<file path="src/rtl/dsp_peak_meter_if.sv">
// rtl/dsp_peak_meter_if.sv - sample stream and result bus of the peak meter
interface dsp_peak_meter_if #(
    parameter int WS  = 16,
    parameter int CHN = 2
);
    logic [CHN*WS-1:0] iSample;
    logic              iSampleValid;
    logic [CHN*WS-1:0] oFrameMax;
    logic [CHN*WS-1:0] oPeak;
    logic [CHN-1:0]    oClip;
    logic              oValid;

    modport master (
        output iSample, iSampleValid,
        input  oFrameMax, oPeak, oClip, oValid
    );

    modport slave (
        input  iSample, iSampleValid,
        output oFrameMax, oPeak, oClip, oValid
    );
endinterface

</file>
<file path="src/rtl/dsp_peak_meter.sv">
// rtl/dsp_peak_meter.sv - per-channel frame max and display peak, framed by vsync fall
module dsp_peak_meter #(
    parameter int WS          = 16,
    parameter int CHN         = 2,
    parameter int HOLD_FRAMES = 8,
    parameter int DECAY_SHIFT = 3
) (
    input  logic             iCLK,
    input  logic             iRST_N,
    input  logic             iFrameSync,
    input  logic [1:0]       iMode,
    input  logic             iClear,
    dsp_peak_meter_if.slave  pm
);
    localparam int HC_W = (HOLD_FRAMES > 0) ? $clog2(HOLD_FRAMES + 1) : 1;
    localparam logic [HC_W-1:0] HOLD_LOAD = HC_W'(HOLD_FRAMES);
    localparam logic [WS-1:0]   S_MIN = {1'b1, {(WS-1){1'b0}}};
    localparam logic [WS-1:0]   S_MAX = {1'b0, {(WS-1){1'b1}}};

    typedef enum logic {HOLD = 1'b0, DECAY = 1'b1} disp_state_t;

    logic syncQ1, syncQ2, edgeQ;
    logic boundary;

    logic [WS-1:0]   accQ      [CHN];
    logic [WS-1:0]   frameMaxQ [CHN];
    logic [WS-1:0]   peakQ     [CHN];
    logic [HC_W-1:0] hcQ       [CHN];
    disp_state_t     stateQ    [CHN];
    logic [CHN-1:0]  clipAccQ;
    logic [CHN-1:0]  clipQ;
    logic            validQ;

    logic [WS-1:0]   smp       [CHN];
    logic [WS-1:0]   mag       [CHN];
    logic [WS-1:0]   frameVal  [CHN];
    logic [WS-1:0]   decayStep [CHN];
    logic [WS-1:0]   decayed   [CHN];
    logic [WS-1:0]   peakD     [CHN];
    logic [HC_W-1:0] hcD       [CHN];
    disp_state_t     stateD    [CHN];
    logic [CHN-1:0]  fullScale;
    logic [CHN-1:0]  clipFrame;

    // vsync is asynchronous; the chain keeps running through iClear
    always_ff @(posedge iCLK or negedge iRST_N) begin
        if (!iRST_N) begin
            syncQ1 <= 1'b0;
            syncQ2 <= 1'b0;
            edgeQ  <= 1'b0;
        end else begin
            syncQ1 <= iFrameSync;
            syncQ2 <= syncQ1;
            edgeQ  <= syncQ2;
        end
    end

    assign boundary = edgeQ & ~syncQ2;

    always_comb begin
        fullScale = '0;
        clipFrame = '0;
        for (int c = 0; c < CHN; c++) begin
            smp[c] = pm.iSample[c*WS +: WS];
            if (smp[c] == S_MIN)
                mag[c] = S_MAX;
            else if (smp[c][WS-1])
                mag[c] = ~smp[c] + WS'(1);
            else
                mag[c] = smp[c];
            fullScale[c] = (smp[c] == S_MIN) || (smp[c] == S_MAX);

            // a sample landing on the boundary cycle belongs to the ending frame
            frameVal[c] = (pm.iSampleValid && (mag[c] > accQ[c])) ? mag[c] : accQ[c];
            clipFrame[c] = clipAccQ[c] | (pm.iSampleValid & fullScale[c]);

            decayStep[c] = peakQ[c] >> DECAY_SHIFT;
            if (decayStep[c] == '0)
                decayStep[c] = WS'(1);
            decayed[c] = (peakQ[c] > decayStep[c]) ? (peakQ[c] - decayStep[c]) : '0;

            peakD[c]  = peakQ[c];
            hcD[c]    = hcQ[c];
            stateD[c] = stateQ[c];
            case (iMode)
                2'd1: begin
                    if (frameVal[c] >= peakQ[c]) begin
                        peakD[c]  = frameVal[c];
                        hcD[c]    = HOLD_LOAD;
                        stateD[c] = (HOLD_FRAMES == 0) ? DECAY : HOLD;
                    end else if (stateQ[c] == HOLD) begin
                        if (hcQ[c] <= HC_W'(1)) begin
                            hcD[c]    = '0;
                            stateD[c] = DECAY;
                        end else begin
                            hcD[c] = hcQ[c] - HC_W'(1);
                        end
                    end else begin
                        peakD[c] = (frameVal[c] > decayed[c]) ? frameVal[c] : decayed[c];
                    end
                end
                2'd2: begin
                    peakD[c] = (frameVal[c] > peakQ[c]) ? frameVal[c] : peakQ[c];
                end
                default: begin
                    peakD[c]  = frameVal[c];
                    hcD[c]    = '0;
                    stateD[c] = HOLD;
                end
            endcase
        end
    end

    always_ff @(posedge iCLK or negedge iRST_N) begin
        if (!iRST_N) begin
            for (int c = 0; c < CHN; c++) begin
                accQ[c]      <= '0;
                frameMaxQ[c] <= '0;
                peakQ[c]     <= '0;
                hcQ[c]       <= '0;
                stateQ[c]    <= HOLD;
            end
            clipAccQ <= '0;
            clipQ    <= '0;
            validQ   <= 1'b0;
        end else if (iClear) begin
            for (int c = 0; c < CHN; c++) begin
                accQ[c]      <= '0;
                frameMaxQ[c] <= '0;
                peakQ[c]     <= '0;
                hcQ[c]       <= '0;
                stateQ[c]    <= HOLD;
            end
            clipAccQ <= '0;
            clipQ    <= '0;
            validQ   <= 1'b0;
        end else begin
            validQ <= boundary;
            if (boundary) begin
                for (int c = 0; c < CHN; c++) begin
                    accQ[c]      <= '0;
                    frameMaxQ[c] <= frameVal[c];
                    peakQ[c]     <= peakD[c];
                    hcQ[c]       <= hcD[c];
                    stateQ[c]    <= stateD[c];
                end
                clipAccQ <= '0;
                clipQ    <= (iMode == 2'd2) ? (clipQ | clipFrame) : clipFrame;
            end else if (pm.iSampleValid) begin
                for (int c = 0; c < CHN; c++) begin
                    if (mag[c] > accQ[c])
                        accQ[c] <= mag[c];
                end
                clipAccQ <= clipAccQ | fullScale;
            end
        end
    end

    always_comb begin
        pm.oFrameMax = '0;
        pm.oPeak     = '0;
        for (int c = 0; c < CHN; c++) begin
            pm.oFrameMax[c*WS +: WS] = frameMaxQ[c];
            pm.oPeak[c*WS +: WS]     = peakQ[c];
        end
    end

    assign pm.oClip  = clipQ;
    assign pm.oValid = validQ;
endmodule

</file>
<file path="src/flat_wrapper.sv">
// flat-port wrapper written by rule: the top's interface ports become plain ports
module dsp_peak_meter_flat 
#(
    parameter int WS          = 16,
    parameter int CHN         = 2,
    parameter int HOLD_FRAMES = 8,
    parameter int DECAY_SHIFT = 3
)
  (iCLK, iRST_N, iFrameSync, iMode, iClear, pm_iSample, pm_iSampleValid, pm_oFrameMax, pm_oPeak, pm_oClip, pm_oValid);
  dsp_peak_meter_if #(.WS(WS), .CHN(CHN)) pm_i ();
  input  logic iCLK;
  input  logic iRST_N;
  input  logic iFrameSync;
  input  logic [1:0] iMode;
  input  logic iClear;
  input wire logic [$bits(pm_i.iSample)-1:0] pm_iSample;
  input wire logic [$bits(pm_i.iSampleValid)-1:0] pm_iSampleValid;
  output wire logic [$bits(pm_i.oFrameMax)-1:0] pm_oFrameMax;
  output wire logic [$bits(pm_i.oPeak)-1:0] pm_oPeak;
  output wire logic [$bits(pm_i.oClip)-1:0] pm_oClip;
  output wire logic [$bits(pm_i.oValid)-1:0] pm_oValid;
  assign pm_i.iSample = pm_iSample;
  assign pm_i.iSampleValid = pm_iSampleValid;
  assign pm_oFrameMax = pm_i.oFrameMax;
  assign pm_oPeak = pm_i.oPeak;
  assign pm_oClip = pm_i.oClip;
  assign pm_oValid = pm_i.oValid;
  dsp_peak_meter #(.WS(WS), .CHN(CHN), .HOLD_FRAMES(HOLD_FRAMES), .DECAY_SHIFT(DECAY_SHIFT)) u_core (.iCLK(iCLK), .iRST_N(iRST_N), .iFrameSync(iFrameSync), .iMode(iMode), .iClear(iClear), .pm(pm_i));
endmodule
</file>
<file path="config.mk">
export PLATFORM = sky130hd
export DESIGN_NAME = dsp_peak_meter_flat
export DESIGN_NICKNAME = d
export VERILOG_FILES = /design/src/rtl/dsp_peak_meter_if.sv /design/src/rtl/dsp_peak_meter.sv /design/src/flat_wrapper.sv
export SDC_FILE = /design/constraint.sdc
export NUM_CORES = 1
export LEC_CHECK = 0
export ABC_AREA = 1
export CAP_MARGIN = 15
export CORE_MARGIN = 1
export CORE_UTILIZATION = 60
export CTS_BUF_LIST = sky130_fd_sc_hd__clkbuf_4 sky130_fd_sc_hd__clkbuf_8
export DETAILED_ROUTE_END_ITERATION = 10
export PLACE_DENSITY = 0.83
export SYNTH_ARGS = -nofsm -noshare
export SYNTH_HDL_FRONTEND = slang
export SYNTH_SLANG_ARGS = --single-unit
</file>
<file path="constraint.sdc">
create_clock -name iCLK -period 5.8 [get_ports iCLK]
set_clock_uncertainty 0.2 [all_clocks]
set_input_delay 0.58 -clock iCLK [delete_from_list [all_inputs] [get_ports iCLK]]
set_output_delay 0.58 -clock iCLK [all_outputs]
set_load 0.02 [all_outputs]
</file>
==> metrics.md <==
| Metric | Value |
|---|---|
| Final TNS setup | `0 ns` |
| Met3 GRT Util | `0.05556` |
| Status | `completed` |
| Post-DP HPWL | `23.21 mm` |
| Arrival time worst endpoint | `5.61 ns` |
| Power Density | `637.1 mW/mm^2` |
| Row count | `48` |
| Ys flop type | `dfrtp_1` |
| Root Buffer | `clkbuf_8` |
| CP max FO | `14` |
| Setup crit start kind | `input pin` |
| Final period util | `0.9352` |
| Worst path most repeated cell | `nand2_1` |
| Synth top area share | `0.2699` |
| Synth top cells by count | `nand2_1, inv_1, nor2_1` |
| Peak VDD IR | `0.0009650 V` |
| CTS Sinks | `114` |
| WL/cell | `15.09 um` |
| Unrepaired setup endpoints after global routing | `false` |
| Clock latency on the worst-skew pair | `0.45 ns` |
| Sequential element share of the synthesized area | `0.2699` |
| Port-buffer cells | `105` |
| FMAX | `0.1844 GHz` |
| Final Setup Violations | `0` |
| Worst Setup Path Type | `in2reg` |
| Syn nets | `1,780` |
| Total congestion overflow | `0` |
| Cell area after layout | `0.01242 mm^2` |
| Met2 GRT Util | `0.5023` |
| Clock Pin Slew Worst Setup and Hold Paths | `0.08 ns` |
| Via density | `5.467` |
| Die area | `0.01815 mm^2` |
| Placement Cell Area | `0.01198 mm^2` |
| Number of antenna diodes | `0` |
| First-pass GRT wire length | `47.67 mm` |
| Post-layout nets | `1,906` |
| Worst hold-check path type | `reg2reg` |
| Core ar. | `0.01724 mm^2` |
| Largest net degree at the start of global routing | `65` |
| DRT iter0 DRCs | `956` |
| Syn_area_per_cell | `6.570 um^2` |
| Drt first pass iters | `5` |
| Horiz. Die Dim | `134.7 um` |
| Detailed-route DRC error count | `0` |
| CTS tree | `done` |
| Ys Warns | `0` |
| Post-Syn Area | `0.01057 mm^2` |
| Cell with the most instances after synthesis | `nand2_1` |
| Layout area overhead | `17.48%` |
| Slew Limit Headroom | `0.3740` |
| CP peak stage delay | `0.45 ns` |
| FF+latch count, synth | `114` |
| Share of layout cells above drive strength 1 | `0.07494` |
| Crit. End Element | `register` |
| Htree depth | `4` |
| Worst slew pin tran | `0.9380 ns` |
| Synth cell types | `43` |
| Final Hold Fails | `0` |
| Via count | `10,787` |
| Number of global-route vias before repair | `9,770` |
| CTS Buf Count | `17` |
| Routability Congestion | `0.9376` |
| Tot GR Track Use | `0.3344` |
| Largest area contributor in the netlist | `dfrtp_1` |
| Post-Route WL | `29.77 mm` |
| Worst path required time | `5.99 ns` |
| Max Cap Viol | `0` |
| IO Count | `106` |
| Slowest cell on crit path | `clkdlybuf4s50_1` |
| Max-slew violations | `0` |
| Initial antenna violation count | `0` |
| Asr flop ratio synth | `1.000` |
| Number of synthesized flops with an enable pin | `0` |
| Remaining antenna violation count after routing | `0` |
| Period minus WS final | `5.424 ns` |
| Pleak | `6.759 nW` |
| Starting Density | `0.6133` |
| Top cells by area, synth | `dfrtp_1, nand2_1, ha_1` |
| Met1 GRT Util | `0.4986` |
| Mapped Cells | `1,609` |
| Grt peak-use layer | `met2` |
| DIE HEIGHT | `134.7 um` |
| CTS max path bufs | `2` |
-- stage by stage --
| step | total power, mW | setup slack (ns) | utilization | hold WS, ns | instances |
|---|---|---|---|---|---|
| 2_1_floorplan | 5.384 | 1.173 | - | 0.08441 | 1609 |
| 3_3_place_gp | 6.922 | 0.1526 | 0.6948 | 0.1631 | 1939 |
| 3_5_place_dp | 7.009 | 0.01071 | 0.6948 | 0.1714 | 1939 |
| 4_1_cts | 7.787 | 0.4435 | 0.7181 | 0.1893 | 1972 |
| 5_1_grt | 8.711 | 0.009649 | 0.7205 | 0.2181 | 1973 |
| 6_report | 7.912 | 0.3759 | 0.7205 | 0.1821 | 1973 |
-- repair_timing --
item / 4_1_cts / 5_1_grt
gates resized for setup: 0 / 5
buffers inserted: 0 / 1
hold endpoints to repair: 50 / 0
endpoints found under the setup margin: 0 / 17
hold buffers: 1 / 0
-- cell type report --
type / instances / area, um^2
multi-input combinational: 1211 / 6620
fill: 1497 / 4817
sequential: 114 / 2853
timing repair buffer: 138 / 1324
inverter: 253 / 950.9
tap: 225 / 281.5
clock buffer: 19 / 261.5
clock inverter: 13 / 128.9
-- critical path, delay by kind of cell --
family          cells  cell delay (ns)
simple gates       22             2.69
compound gates      1             0.27
fa+ha+maj           3             0.69
buf+inv             9             1.38
-- final timing paths --
| check | depth (start not counted) | slack, ns | from | to |
|---|---|---|---|---|
| worst max-delay path | 35 | 0.38 | pm_iSample[0] | u_core.pm.oPeak[8] |
| worst min-delay path | 0 | 0.18 | u_core.syncQ2 | u_core.edgeQ |
| worst max register to register | 25 | 0.69 | u_core.pm.oPeak[14] | u_core.pm.oPeak[11] |
| worst min register to register | 0 | 0.18 | u_core.syncQ2 | u_core.edgeQ |
| max in group asynchronous | 3 | 3.61 | iRST_N | u_core.pm.oFrameMax[27] |
| min in group asynchronous | 2 | 0.52 | iRST_N | u_core.pm.oPeak[6] |
-- placed cells by master (no fill, tap or decap), drive strengths merged, types with 33 or more instances in the layout --
master         count
nand2            486
inv              254
nor2             167
nand3            151
ha               130
dfrtp            114
clkdlybuf4s50    104
o21ai             96
a21oi             86
buf               33
-- sequential cells by signal, summed over array words and instances (netlist names) --
register / cells
u_core.accQ: 32
u_core.clipAccQ: 2
u_core.edgeQ: 1
u_core.hcQ: 8
u_core.pm.oClip: 2
u_core.pm.oFrameMax: 32
u_core.pm.oPeak: 32
u_core.pm.oValid: 1
u_core.stateQ: 2
u_core.syncQ1: 1
u_core.syncQ2: 1
-- kinds of logic after synthesis --
logic type,after synthesis,share of synthesized area
simple gates,859,0.3482
xor+xnor,17,0.01409
compound gates,203,0.1042
flops,114,0.2699
fa+ha+maj,132,0.1577
buf+inv,284,0.1060
-- layer usage --
layer | part of all wire | wire [um]
met5 | 0 | 0
met4 | 0.017 | 516
met2 | 0.43 | 12810
met1 | 0.48 | 14280
met3 | 0.073 | 2159
-- power breakdown --
part           internal, mW  switching, mW  leakage (nW)
Combinational          2.11           3.87          5.02
Sequential            0.941          0.242          1.54
Clock                 0.368          0.378         0.198
No activity file was read; power rests on OpenSTA's default activity.
